--- config.mk ---
export PLATFORM = sky130hd
export DESIGN_NAME = mem_port_arbiter_flat
export DESIGN_NICKNAME = d
export VERILOG_FILES = /design/src/rtl/mem_port_arbiter_if.sv /design/src/rtl/mem_port_arbiter.sv /design/src/flat_wrapper.sv
export SDC_FILE = /design/constraint.sdc
export NUM_CORES = 1
export LEC_CHECK = 0
export CAP_MARGIN = 0
export CORE_MARGIN = 4
export CORE_UTILIZATION = 38
export DETAILED_ROUTE_END_ITERATION = 16
export MAX_ROUTING_LAYER = met4
export PLACE_DENSITY = 0.76
export SLEW_MARGIN = 10
export SYNTH_ARGS = -nofsm -noshare
export SYNTH_HDL_FRONTEND = slang
export SYNTH_SLANG_ARGS = --single-unit
--- constraint.sdc ---
create_clock -name clock -period 1.7 [get_ports clock]
set_input_delay 0.34 -clock clock [delete_from_list [all_inputs] [get_ports clock]]
set_output_delay 0.34 -clock clock [all_outputs]
set_load 0.02 [all_outputs]
--- src/rtl/mem_port_arbiter_if.sv ---
// rtl/mem_port_arbiter_if.sv - shared memory port bus between the arbiter and the memory
//
// Ports (grouped signals):
//   bus_req   arbiter -> memory  access active
//   bus_we    arbiter -> memory  write strobe
//   bus_addr  arbiter -> memory  word address, [1:0] = 0
//   bus_be    arbiter -> memory  byte enables
//   bus_wdata arbiter -> memory  lane-aligned write data
//   bus_ready memory -> arbiter  access complete this cycle
//   bus_rdata memory -> arbiter  read word, valid with bus_ready
interface mem_port_arbiter_if;
    logic        bus_req;
    logic        bus_we;
    logic [31:0] bus_addr;
    logic [3:0]  bus_be;
    logic [31:0] bus_wdata;
    logic        bus_ready;
    logic [31:0] bus_rdata;

    modport master (
        output bus_req, bus_we, bus_addr, bus_be, bus_wdata,
        input  bus_ready, bus_rdata
    );

    modport slave (
        input  bus_req, bus_we, bus_addr, bus_be, bus_wdata,
        output bus_ready, bus_rdata
    );
endinterface

--- src/rtl/mem_port_arbiter.sv ---
// rtl/mem_port_arbiter.sv - IF/MEM arbiter and sequencer for one shared memory port
//
// Ports:
//   clock, reset_n              rising-edge clock, asynchronous active-low reset
//   if_req/if_addr              fetch request and byte address
//   if_valid/if_rdata           fetch retired pulse and fetched word
//   mem_req/we/sb/lh/addr/wdata MEM-stage command from EX/MEM
//   mem_done/mem_rdata/mem_err  MEM retired pulse, load result, timeout flag
//   stall_if, stall_mem         combinational stalls back to the pipeline
//   halt_in, halted             halt request and parked indication
//   bus                         memory-side port (master modport)
module mem_port_arbiter #(
    parameter int TIMEOUT = 64
) (
    input  logic                       clock,
    input  logic                       reset_n,
    input  logic                       if_req,
    input  logic [31:0]                if_addr,
    output logic                       if_valid,
    output logic [31:0]                if_rdata,
    input  logic                       mem_req,
    input  logic                       mem_we,
    input  logic                       mem_sb,
    input  logic                       mem_lh,
    input  logic [31:0]                mem_addr,
    input  logic [31:0]                mem_wdata,
    output logic                       mem_done,
    output logic [31:0]                mem_rdata,
    output logic                       mem_err,
    output logic                       stall_if,
    output logic                       stall_mem,
    input  logic                       halt_in,
    output logic                       halted,
    mem_port_arbiter_if.master         bus
);

    localparam int CW = (TIMEOUT > 2) ? $clog2(TIMEOUT) : 1;
    localparam logic [CW-1:0] WD_LAST = CW'(TIMEOUT - 1);
    localparam logic [31:0] NOP_INSN = 32'h0000_0013;

    typedef enum logic [1:0] {
        IDLE     = 2'd0,
        IF_WAIT  = 2'd1,
        MEM_WAIT = 2'd2,
        HALTED   = 2'd3
    } state_t;

    state_t state, state_next;

    logic grant_mem, grant_if, finish, abort;
    logic [CW-1:0] wd;
    logic cmd_load, cmd_lh, cmd_hi;
    logic [31:0] ld_value;

    always_ff @(posedge clock or negedge reset_n) begin
        if (!reset_n) begin
            state <= IDLE;
        end else begin
            state <= state_next;
        end
    end

    // During the done/valid pulse cycle the requester still holds its old
    // request, so that request is masked to avoid issuing it a second time.
    always_comb begin
        state_next = state;
        grant_mem  = 1'b0;
        grant_if   = 1'b0;
        finish     = 1'b0;
        abort      = 1'b0;
        case (state)
            IDLE: begin
                if (mem_req && !mem_done) begin
                    grant_mem  = 1'b1;
                    state_next = MEM_WAIT;
                end else if (halt_in) begin
                    state_next = HALTED;
                end else if (if_req && !if_valid) begin
                    grant_if   = 1'b1;
                    state_next = IF_WAIT;
                end
            end
            IF_WAIT, MEM_WAIT: begin
                if (bus.bus_ready) begin
                    finish     = 1'b1;
                    state_next = IDLE;
                end else if (wd == WD_LAST) begin
                    abort      = 1'b1;
                    state_next = IDLE;
                end
            end
            HALTED: state_next = HALTED;
            default: state_next = IDLE;
        endcase
    end

    // Halfword select uses addr[1] only; addr[0] is ignored by design.
    always_comb begin
        ld_value = bus.bus_rdata;
        if (cmd_lh) begin
            if (cmd_hi) begin
                ld_value = {{16{bus.bus_rdata[31]}}, bus.bus_rdata[31:16]};
            end else begin
                ld_value = {{16{bus.bus_rdata[15]}}, bus.bus_rdata[15:0]};
            end
        end
    end

    always_ff @(posedge clock or negedge reset_n) begin
        if (!reset_n) begin
            bus.bus_we    <= 1'b0;
            bus.bus_addr  <= '0;
            bus.bus_be    <= '0;
            bus.bus_wdata <= '0;
            cmd_load      <= 1'b0;
            cmd_lh        <= 1'b0;
            cmd_hi        <= 1'b0;
            wd            <= '0;
            if_valid      <= 1'b0;
            if_rdata      <= '0;
            mem_done      <= 1'b0;
            mem_rdata     <= '0;
            mem_err       <= 1'b0;
        end else begin
            if_valid <= 1'b0;
            mem_done <= 1'b0;
            mem_err  <= 1'b0;

            if (grant_mem) begin
                bus.bus_addr <= mem_addr & 32'hFFFF_FFFC;
                bus.bus_we   <= mem_we;
                cmd_load     <= ~mem_we;
                cmd_lh       <= mem_lh & ~mem_we;
                cmd_hi       <= mem_addr[1];
                wd           <= '0;
                if (mem_we && mem_sb) begin
                    bus.bus_be    <= 4'b0001 << mem_addr[1:0];
                    bus.bus_wdata <= {4{mem_wdata[7:0]}};
                end else begin
                    bus.bus_be    <= 4'b1111;
                    bus.bus_wdata <= mem_wdata;
                end
            end else if (grant_if) begin
                bus.bus_addr  <= if_addr & 32'hFFFF_FFFC;
                bus.bus_we    <= 1'b0;
                bus.bus_be    <= 4'b1111;
                bus.bus_wdata <= '0;
                wd            <= '0;
            end else if (bus.bus_req && !bus.bus_ready) begin
                wd <= wd + 1'b1;
            end

            if (state == IF_WAIT && (finish || abort)) begin
                if_valid <= 1'b1;
                if_rdata <= finish ? bus.bus_rdata : NOP_INSN;
            end

            if (state == MEM_WAIT) begin
                if (finish) begin
                    mem_done <= 1'b1;
                    if (cmd_load) begin
                        mem_rdata <= ld_value;
                    end
                end else if (abort) begin
                    mem_done  <= 1'b1;
                    mem_err   <= 1'b1;
                    mem_rdata <= '0;
                end
            end
        end
    end

    // bus_req comes straight from the state register, so an asynchronous
    // reset drops it immediately and discards the in-flight access.
    assign bus.bus_req = (state == IF_WAIT) || (state == MEM_WAIT);
    assign halted      = (state == HALTED);
    assign stall_if    = if_req & ~if_valid;
    assign stall_mem   = mem_req & ~mem_done;

endmodule

--- src/flat_wrapper.sv ---
// flat-port wrapper written by rule: the top's interface ports become plain ports
module mem_port_arbiter_flat 
#(
    parameter int TIMEOUT = 64
)
  (clock, reset_n, if_req, if_addr, if_valid, if_rdata, mem_req, mem_we, mem_sb, mem_lh, mem_addr, mem_wdata, mem_done, mem_rdata, mem_err, stall_if, stall_mem, halt_in, halted, bus_bus_req, bus_bus_we, bus_bus_addr, bus_bus_be, bus_bus_wdata, bus_bus_ready, bus_bus_rdata);
  mem_port_arbiter_if bus_i ();
  input  logic clock;
  input  logic reset_n;
  input  logic if_req;
  input  logic [31:0] if_addr;
  output logic if_valid;
  output logic [31:0] if_rdata;
  input  logic mem_req;
  input  logic mem_we;
  input  logic mem_sb;
  input  logic mem_lh;
  input  logic [31:0] mem_addr;
  input  logic [31:0] mem_wdata;
  output logic mem_done;
  output logic [31:0] mem_rdata;
  output logic mem_err;
  output logic stall_if;
  output logic stall_mem;
  input  logic halt_in;
  output logic halted;
  output wire logic [$bits(bus_i.bus_req)-1:0] bus_bus_req;
  output wire logic [$bits(bus_i.bus_we)-1:0] bus_bus_we;
  output wire logic [$bits(bus_i.bus_addr)-1:0] bus_bus_addr;
  output wire logic [$bits(bus_i.bus_be)-1:0] bus_bus_be;
  output wire logic [$bits(bus_i.bus_wdata)-1:0] bus_bus_wdata;
  input wire logic [$bits(bus_i.bus_ready)-1:0] bus_bus_ready;
  input wire logic [$bits(bus_i.bus_rdata)-1:0] bus_bus_rdata;
  assign bus_bus_req = bus_i.bus_req;
  assign bus_bus_we = bus_i.bus_we;
  assign bus_bus_addr = bus_i.bus_addr;
  assign bus_bus_be = bus_i.bus_be;
  assign bus_bus_wdata = bus_i.bus_wdata;
  assign bus_i.bus_ready = bus_bus_ready;
  assign bus_i.bus_rdata = bus_bus_rdata;
  mem_port_arbiter #(.TIMEOUT(TIMEOUT)) u_core (.clock(clock), .reset_n(reset_n), .if_req(if_req), .if_addr(if_addr), .if_valid(if_valid), .if_rdata(if_rdata), .mem_req(mem_req), .mem_we(mem_we), .mem_sb(mem_sb), .mem_lh(mem_lh), .mem_addr(mem_addr), .mem_wdata(mem_wdata), .mem_done(mem_done), .mem_rdata(mem_rdata), .mem_err(mem_err), .stall_if(stall_if), .stall_mem(stall_mem), .halt_in(halt_in), .halted(halted), .bus(bus_i));
endmodule
=== Yosys cells after proc, flatten, opt, wreduce, memory -nomap -nowiden ===
Index checks and enable logic that the tools add are counted.
Widths: inputs -> output; s select.

* Register bits after elaboration: 147
* Output and inout port bits: 140
* Word-level logic and storage cells: 88

* $add $sub $neg: 1
* Equality and inequality tests: 7
* Shifts and indexed selects: 1
* Mux-type cells: 42
* Bitwise logic cells: 6
* Reduce and logical (&&, ||, !) cells: 17

{| class="wikitable"
|+ Operator list
! operator !! count
|-
| $mux 32 || 11
|-
| $mux 1 || 19
|-
| $mux 6 || 3
|-
| $mux 4 || 3
|-
| $mux 2 || 5
|-
| $add 6x1->6 const B || 1
|-
| $eq 6x6->1 const B || 1
|-
| $pmux 2 s3 || 1
|-
| $logic_and 1x1->1 || 5
|-
| $eq 2x2->1 const B || 2
|-
| $ne 4x2->1 const B || 1
|-
| $reduce_bool 2->1 || 2
|-
| $shl 1x2->4 const A || 1
|-
| $and 1x1->1 || 3
|-
| $logic_not 1->1 || 3
|-
| $ne 3x2->1 const B || 1
|-
| $not 1->1 || 3
|-
| $reduce_and 3->1 || 1
|-
| $reduce_bool 3->1 || 1
|-
| $eq 2x1->1 const B || 1
|-
| $logic_not 2->1 || 1
|-
| $logic_or 1x1->1 || 2
|-
| $ne 2x2->1 const B || 1
|-
| $reduce_and 2->1 || 1
|-
| $reduce_or 2->1 || 1
|}

=== Logic depth before layout (Yosys ltp) ===
Gate-level depths: netlist (run 1).

* Word-level depth: 8
* Gate-level depth with buffers: 9
* Depth with buffers taken out: 6

=== Least setup slack after synthesis (run 1) ===
OpenSTA, ideal clock, no wires.

* Kind: register to register
* Start point: reg u_core.state[0]
* End point: reg u_core.mem_rdata[10]
* Setup time: 0.145 ns
* Arrival: 1.704 ns
* Slack: -0.149 ns
* Cell stages (with the launch flop): 7
* Buffers on the path: 2
* Cells stage by stage: dfrtp_1 inv_1 ha_1 buf_2 nand2_2 clkbuf_1 o31ai_2

* Longest elaborated chain between the ends: 5
* Elaborated cells between the ends (all ways): 9
* Classes of those cells: 3 x eq/ne; 3 x mux; 3 x reduce/logical

{| class="wikitable"
|+ Ends and longest elaborated chain
! what !! RTL line !! text
|-
| start, declared || mem_port_arbiter.sv:48 || <nowiki>state_t state, state_next;</nowiki>
|-
| start signal, assigned || mem_port_arbiter.sv:59 || <nowiki>state <= state_next;</nowiki>
|-
| $eq 2x2->1 / $eq 2x1->1 (equally long branches) || mem_port_arbiter.sv:71, mem_port_arbiter.sv:158 ||
|-
| $reduce_or 2->1 || mem_port_arbiter.sv:71 || <nowiki>case (state)</nowiki>
|-
| $mux 1 || mem_port_arbiter.sv:71 ||
|-
| $ne 2x2->1 (no line) / $reduce_bool 2->1 (equally long branches) || - ||
|-
| $reduce_and 3->1 (no line) || - ||
|-
| end signal, assigned || mem_port_arbiter.sv:162 || <nowiki>mem_rdata <= ld_value;</nowiki>
|-
| end, declared || mem_port_arbiter.sv:28 || <nowiki>output logic [31:0] mem_rdata,</nowiki>
|}

Several ways; a longest one is shown, not always the timed one.
A chain may end at the register's enable or synchronous reset.

=== Final worst setup path (run 1) ===
* Start point: reg u_core.state[1]
* End point: out bus_bus_req

* Longest elaborated chain between the ends: 2
* Elaborated cells between the ends (all ways): 3
* Classes of those cells: 2 x eq/ne; 1 x reduce/logical

{| class="wikitable"
|+ Ends and longest elaborated chain
! what !! RTL line !! text
|-
| $eq 2x1->1 / $eq 2x2->1 (equally long branches) || mem_port_arbiter.sv:175 || <nowiki>assign bus.bus_req = (state == IF_WAIT) || (state == MEM_WAIT);</nowiki>
|-
| $logic_or 1x1->1 (*) || mem_port_arbiter.sv:175 ||
|-
| end, declared || flat_wrapper.sv:27 || <nowiki>output wire logic [$bits(bus_i.bus_req)-1:0] bus_bus_req;</nowiki>
|}

Mark *: on every way between the ends. The rest lies on a longest branch, timed or not.

==> results summary, run 1 <==
The total via count in the routed design came out at between 5k and 6k. STA classifies the critical path endpoint as an output pin. The number of standard cells after synthesis is 611. The synthesized design spends more area on one cell type than any other, namely sky130_fd_sc_hd__dfrtp_1. Measured along the y axis, the die boundary spans about 140 um. TritonCTS built the clock tree. Cells fill 64.1% of the core in the end. The sequential-to-total area share from yosys stat is 57.3%. The sequential cell area came out at 3630 um2. The number of remaining DRC errors is 0. For this run, the leading register cell type out of synthesis is sky130_fd_sc_hd__dfrtp_1. The area occupied by multi-input gates is 2480 um2. In the layout the commonest cells are sky130_fd_sc_hd__dfrtp_1 (145), sky130_fd_sc_hd__dlygate4sd2_1 (134), sky130_fd_sc_hd__clkdlybuf4s50_1 (133), sky130_fd_sc_hd__nand2_1 (127), sky130_fd_sc_hd__a21oi_1 (42). Clock-pin slew was measured on the worst setup and hold paths at 0.06 ns. The count of input and output buffers is ~270. Walking the worst path, the cells encountered are inv_2, ha_4, buf_2. The signal arrival time at the worst endpoint came out at ~1.3 ns.

The detailed router finished its first iteration with 317 violations. No sink is reached through more buffers than the 2 on the longest clock path. Summed over all cells, the static leakage comes to slightly below 5 nW. Measured along the x axis, the die boundary spans 137 um. The root buffer cell chosen for the clock tree is sky130_fd_sc_hd__clkbuf_16. The number of global-route vias before repair is 5843.

The first-pass iteration count of the detailed router came out at 5. Leaving out fill and tap cells, the most frequent cell in the layout is sky130_fd_sc_hd__dfrtp_1. The final total negative setup slack came out at 0 ns.

The tightest hold margin is around 0.41 ns. The area of the core is ~16000 um2. In this run the worst hold path is classified as in2async. After layout, the minimum clock period comes to 1.65 ns. The residual antenna-violating net count after detailed routing is 0. OpenSTA, run right after detailed placement, puts the worst setup slack at -0.257 ns. The post-synthesis sequential element count is 145. The H-tree was split into 4 levels. The area share of the largest cell type after synthesis is 57.3%. The number of filler instances in the final layout came out at 1317.

The total half-perimeter wirelength after legalization and detailed placement is 15500 um. After routing the design area is 10300 um2. The area growth from synthesis to layout came out at 63.1%. Yosys mapped a number of flops with a built-in enable equal to 0. Along the worst path, the maximum fanout reaches 4. Setup repair after global routing could not meet its margin everywhere. The total power density per cell area is between 1500 and 2000 nW/um2. The power after layout came out at 18.8 mW. The maximum frequency from static timing analysis came out at 0.606 GHz. The congestion estimate from routability-driven global placement came to approximately 0.9. The first-pass GRT wire length is about 32000 um.

Among all stages on the critical path, the largest delay is contributed by sky130_fd_sc_hd__dfrtp_1. By area the synthesized netlist is led by sky130_fd_sc_hd__dfrtp_1 (57%), sky130_fd_sc_hd__nand2_1 (7.6%), sky130_fd_sc_hd__a22o_1 (5.3%). The die area is approximately 19000 um2. The effective utilization at floorplan is roughly two fifths. The critical path class is reg2out.

The initialized floorplan defines 46 standard-cell rows. The critical path data required time is 1.36 ns. Entering global routing, the biggest net connects 50 pins.

The count of buffering cells on the critical path with inverters included came out at 2. The number of hold violations in the final report came to 0. The antenna diode instance count is 0. The total clock sinks came out at ~150.

The worst register-to-register path begins at u_core.state[1]. For this run, asynchronously set or reset flops after synthesis account for 100%. Setup violations remaining at the end of the flow were counted as 0. The worst ir drop on vdd is 0.770 mV. The total global routing overflow is 0. Across all setup checks in the final design, the least slack found is 0.0487 ns.

The number of antenna violations at the first check in global routing came out at 0. The number of top-level pins is 277. The total detailed-routing wirelength came out at between 20000 and 25000 um. The share of post-route cells with drive strength above 1 is 13.9%. The number of max-capacitance violations reported is 0. The max-slew violation count is 0.

The final critical-path share of the clock period is 97.1%. The finished layout holds 1141 standard cells, fillers aside. The number of placed instances, taps included came out at ~1.1k. The via-per-instance ratio is 5.06.

The global router's overall resource usage came out at 22.9%. During synthesis, Yosys emitted a total of 0 warnings. The setup clock skew after layout came out at ~0.010 ns. STA classifies the critical path startpoint as a flop. After the last flow step, the layout net total stands at roughly 1.1k.

The largest single stage delay on the critical path is 0.37 ns. The standard cell area after detailed placement came out at 9650 um2. The unique cell type count in the Yosys netlist is 43. Tracing the worst setup path back leads to its startpoint at u_core.state[1].

For the worst-skew pair, the clock arrives at the later sink with an insertion delay of 0.43 ns. In the final routed layout, each cell accounts on average for 18.2 um. The flow ran to the end, and the final reports show no timing, DRC or antenna violations. The cell area after synthesis came out at 6330 um2.

The synthesized area per cell is between 10 and 15 um2. The gate family responsible for the most delay along the worst path is flip-flops. The CTS buffer count came out at 17.
cell families (layout without fill, tap and decap cells):
| logic type | count (synthesis) | after routing | share of synthesized area, % |
|---|---|---|---|
| xor+xnor | 5 | 5 | 0.692 |
| fa+ha+maj | 5 | 5 | 0.988 |
| compound gates | 183 | 183 | 19.6 |
| other cells | 1 | 2 | 0.0592 |
| buf+inv | 52 | 365 | 4.84 |
| flops | 145 | 145 | 57.3 |
| mux | 17 | 17 | 2.69 |
| simple gates | 203 | 203 | 13.9 |
layer usage:
metal	vias to the layer above	wire (um)	GRT usage, %
li1	2752	-	-
met4	0	692	10.1
met3	41	1200	5.33
met2	195	10800	38.1
met5	-	0	-
met1	2780	8010	26.4
registers in the layout, summed over array words and instances (netlist names):
name	count
u_core.mem_rdata	32
u_core.if_valid	1
u_core.if_rdata	32
u_core.cmd_load	1
u_core.mem_done	1
u_core.bus.bus_addr	30
u_core.bus.bus_we	1
u_core.cmd_hi	1
u_core.bus.bus_wdata	32
u_core.mem_err	1
u_core.cmd_lh	1
u_core.wd	6
u_core.bus.bus_be	4
u_core.state	2
synthesized netlist by cell type, types with 2 or more instances:
cell type / count
sky130_fd_sc_hd__a22o_1: 38
sky130_fd_sc_hd__buf_4: 5
sky130_fd_sc_hd__nand2_2: 3
sky130_fd_sc_hd__inv_1: 2
sky130_fd_sc_hd__o31ai_2: 11
sky130_fd_sc_hd__o22a_1: 3
sky130_fd_sc_hd__and3_1: 11
sky130_fd_sc_hd__buf_6: 8
sky130_fd_sc_hd__ha_1: 5
sky130_fd_sc_hd__nand4_1: 5
sky130_fd_sc_hd__mux2i_1: 17
sky130_fd_sc_hd__a31oi_1: 30
sky130_fd_sc_hd__o21ai_1: 10
sky130_fd_sc_hd__nor2b_1: 3
sky130_fd_sc_hd__nor2_1: 41
sky130_fd_sc_hd__a21oi_1: 45
sky130_fd_sc_hd__dfrtp_1: 145
sky130_fd_sc_hd__nand2b_1: 4
sky130_fd_sc_hd__clkbuf_1: 12
sky130_fd_sc_hd__o21ai_0: 33
sky130_fd_sc_hd__o31ai_1: 4
sky130_fd_sc_hd__xor2_1: 4
sky130_fd_sc_hd__buf_2: 23
sky130_fd_sc_hd__and2_1: 2
sky130_fd_sc_hd__nand2_1: 128
sky130_fd_sc_hd__o21a_1: 2
power breakdown:
part,switching (mW),total (mW),internal (mW)
Sequential,0.795,5.72,4.92
Clock,1.49,4.28,2.79
Combinational,4.99,8.80,3.81
Total,7.28,18.8,11.5
timing repair:
action / 4_1_cts / 5_1_grt
setup endpoints to repair: 138 / 54
gates resized for setup: 148 / 26
buffers inserted: 0 / 4
pin swaps: 0 / 2
hold buffers: 1 / 0
hold endpoints to repair: 43 / 0
cloned: 0 / 2
worst register-to-register path, cell delays in order (launching register included):
cell                        delay, ns
sky130_fd_sc_hd__dfrtp_1         0.37
sky130_fd_sc_hd__inv_2           0.06
sky130_fd_sc_hd__ha_4            0.28
sky130_fd_sc_hd__buf_6           0.12
sky130_fd_sc_hd__nand2_4         0.05
sky130_fd_sc_hd__nor3b_4         0.21
sky130_fd_sc_hd__buf_12          0.15
sky130_fd_sc_hd__clkbuf_16       0.15
sky130_fd_sc_hd__a21oi_1         0.04
sky130_fd_sc_hd__o21ai_1         0.13
layout make-up:
type	count	share of cell area (%)
sequential	145	35.1
timing repair buffer	331	31.6
multi-input combinational	415	24.0
clock buffer	18	4.25
tap	216	2.62
clock inverter	13	2.27
inverter	3	0.133
path summary, 6_finish.rpt:
| check | to | depth (start not counted) | slack (ns) |
|---|---|---|---|
| min in group clock | u_core.bus.bus_addr[25] | 3 | 0.47 |
| max in group asynchronous | u_core.mem_rdata[19] | 3 | 0.65 |
| worst min-delay path | u_core.bus.bus_wdata[21] | 2 | 0.41 |
| worst max register to register | u_core.mem_rdata[25] | 9 | 0.07 |
| worst max-delay path | bus_bus_req | 3 | 0.05 |
| worst min register to register | u_core.bus.bus_wdata[30] | 2 | 0.47 |
Note: power is estimated with default switching activity, not from simulation.
==> run 2, diff against run 1 <==
--- a/config.mk
+++ b/config.mk
@@ -9,6 +9,7 @@
 export CORE_MARGIN = 4
 export CORE_UTILIZATION = 38
 export DETAILED_ROUTE_END_ITERATION = 16
+export GPL_ROUTABILITY_DRIVEN = 0
 export MAX_ROUTING_LAYER = met4
 export PLACE_DENSITY = 0.76
 export SLEW_MARGIN = 10
==> results of run 2 <==
The final DEF is identical to that of run 1; final timing and power are the same.
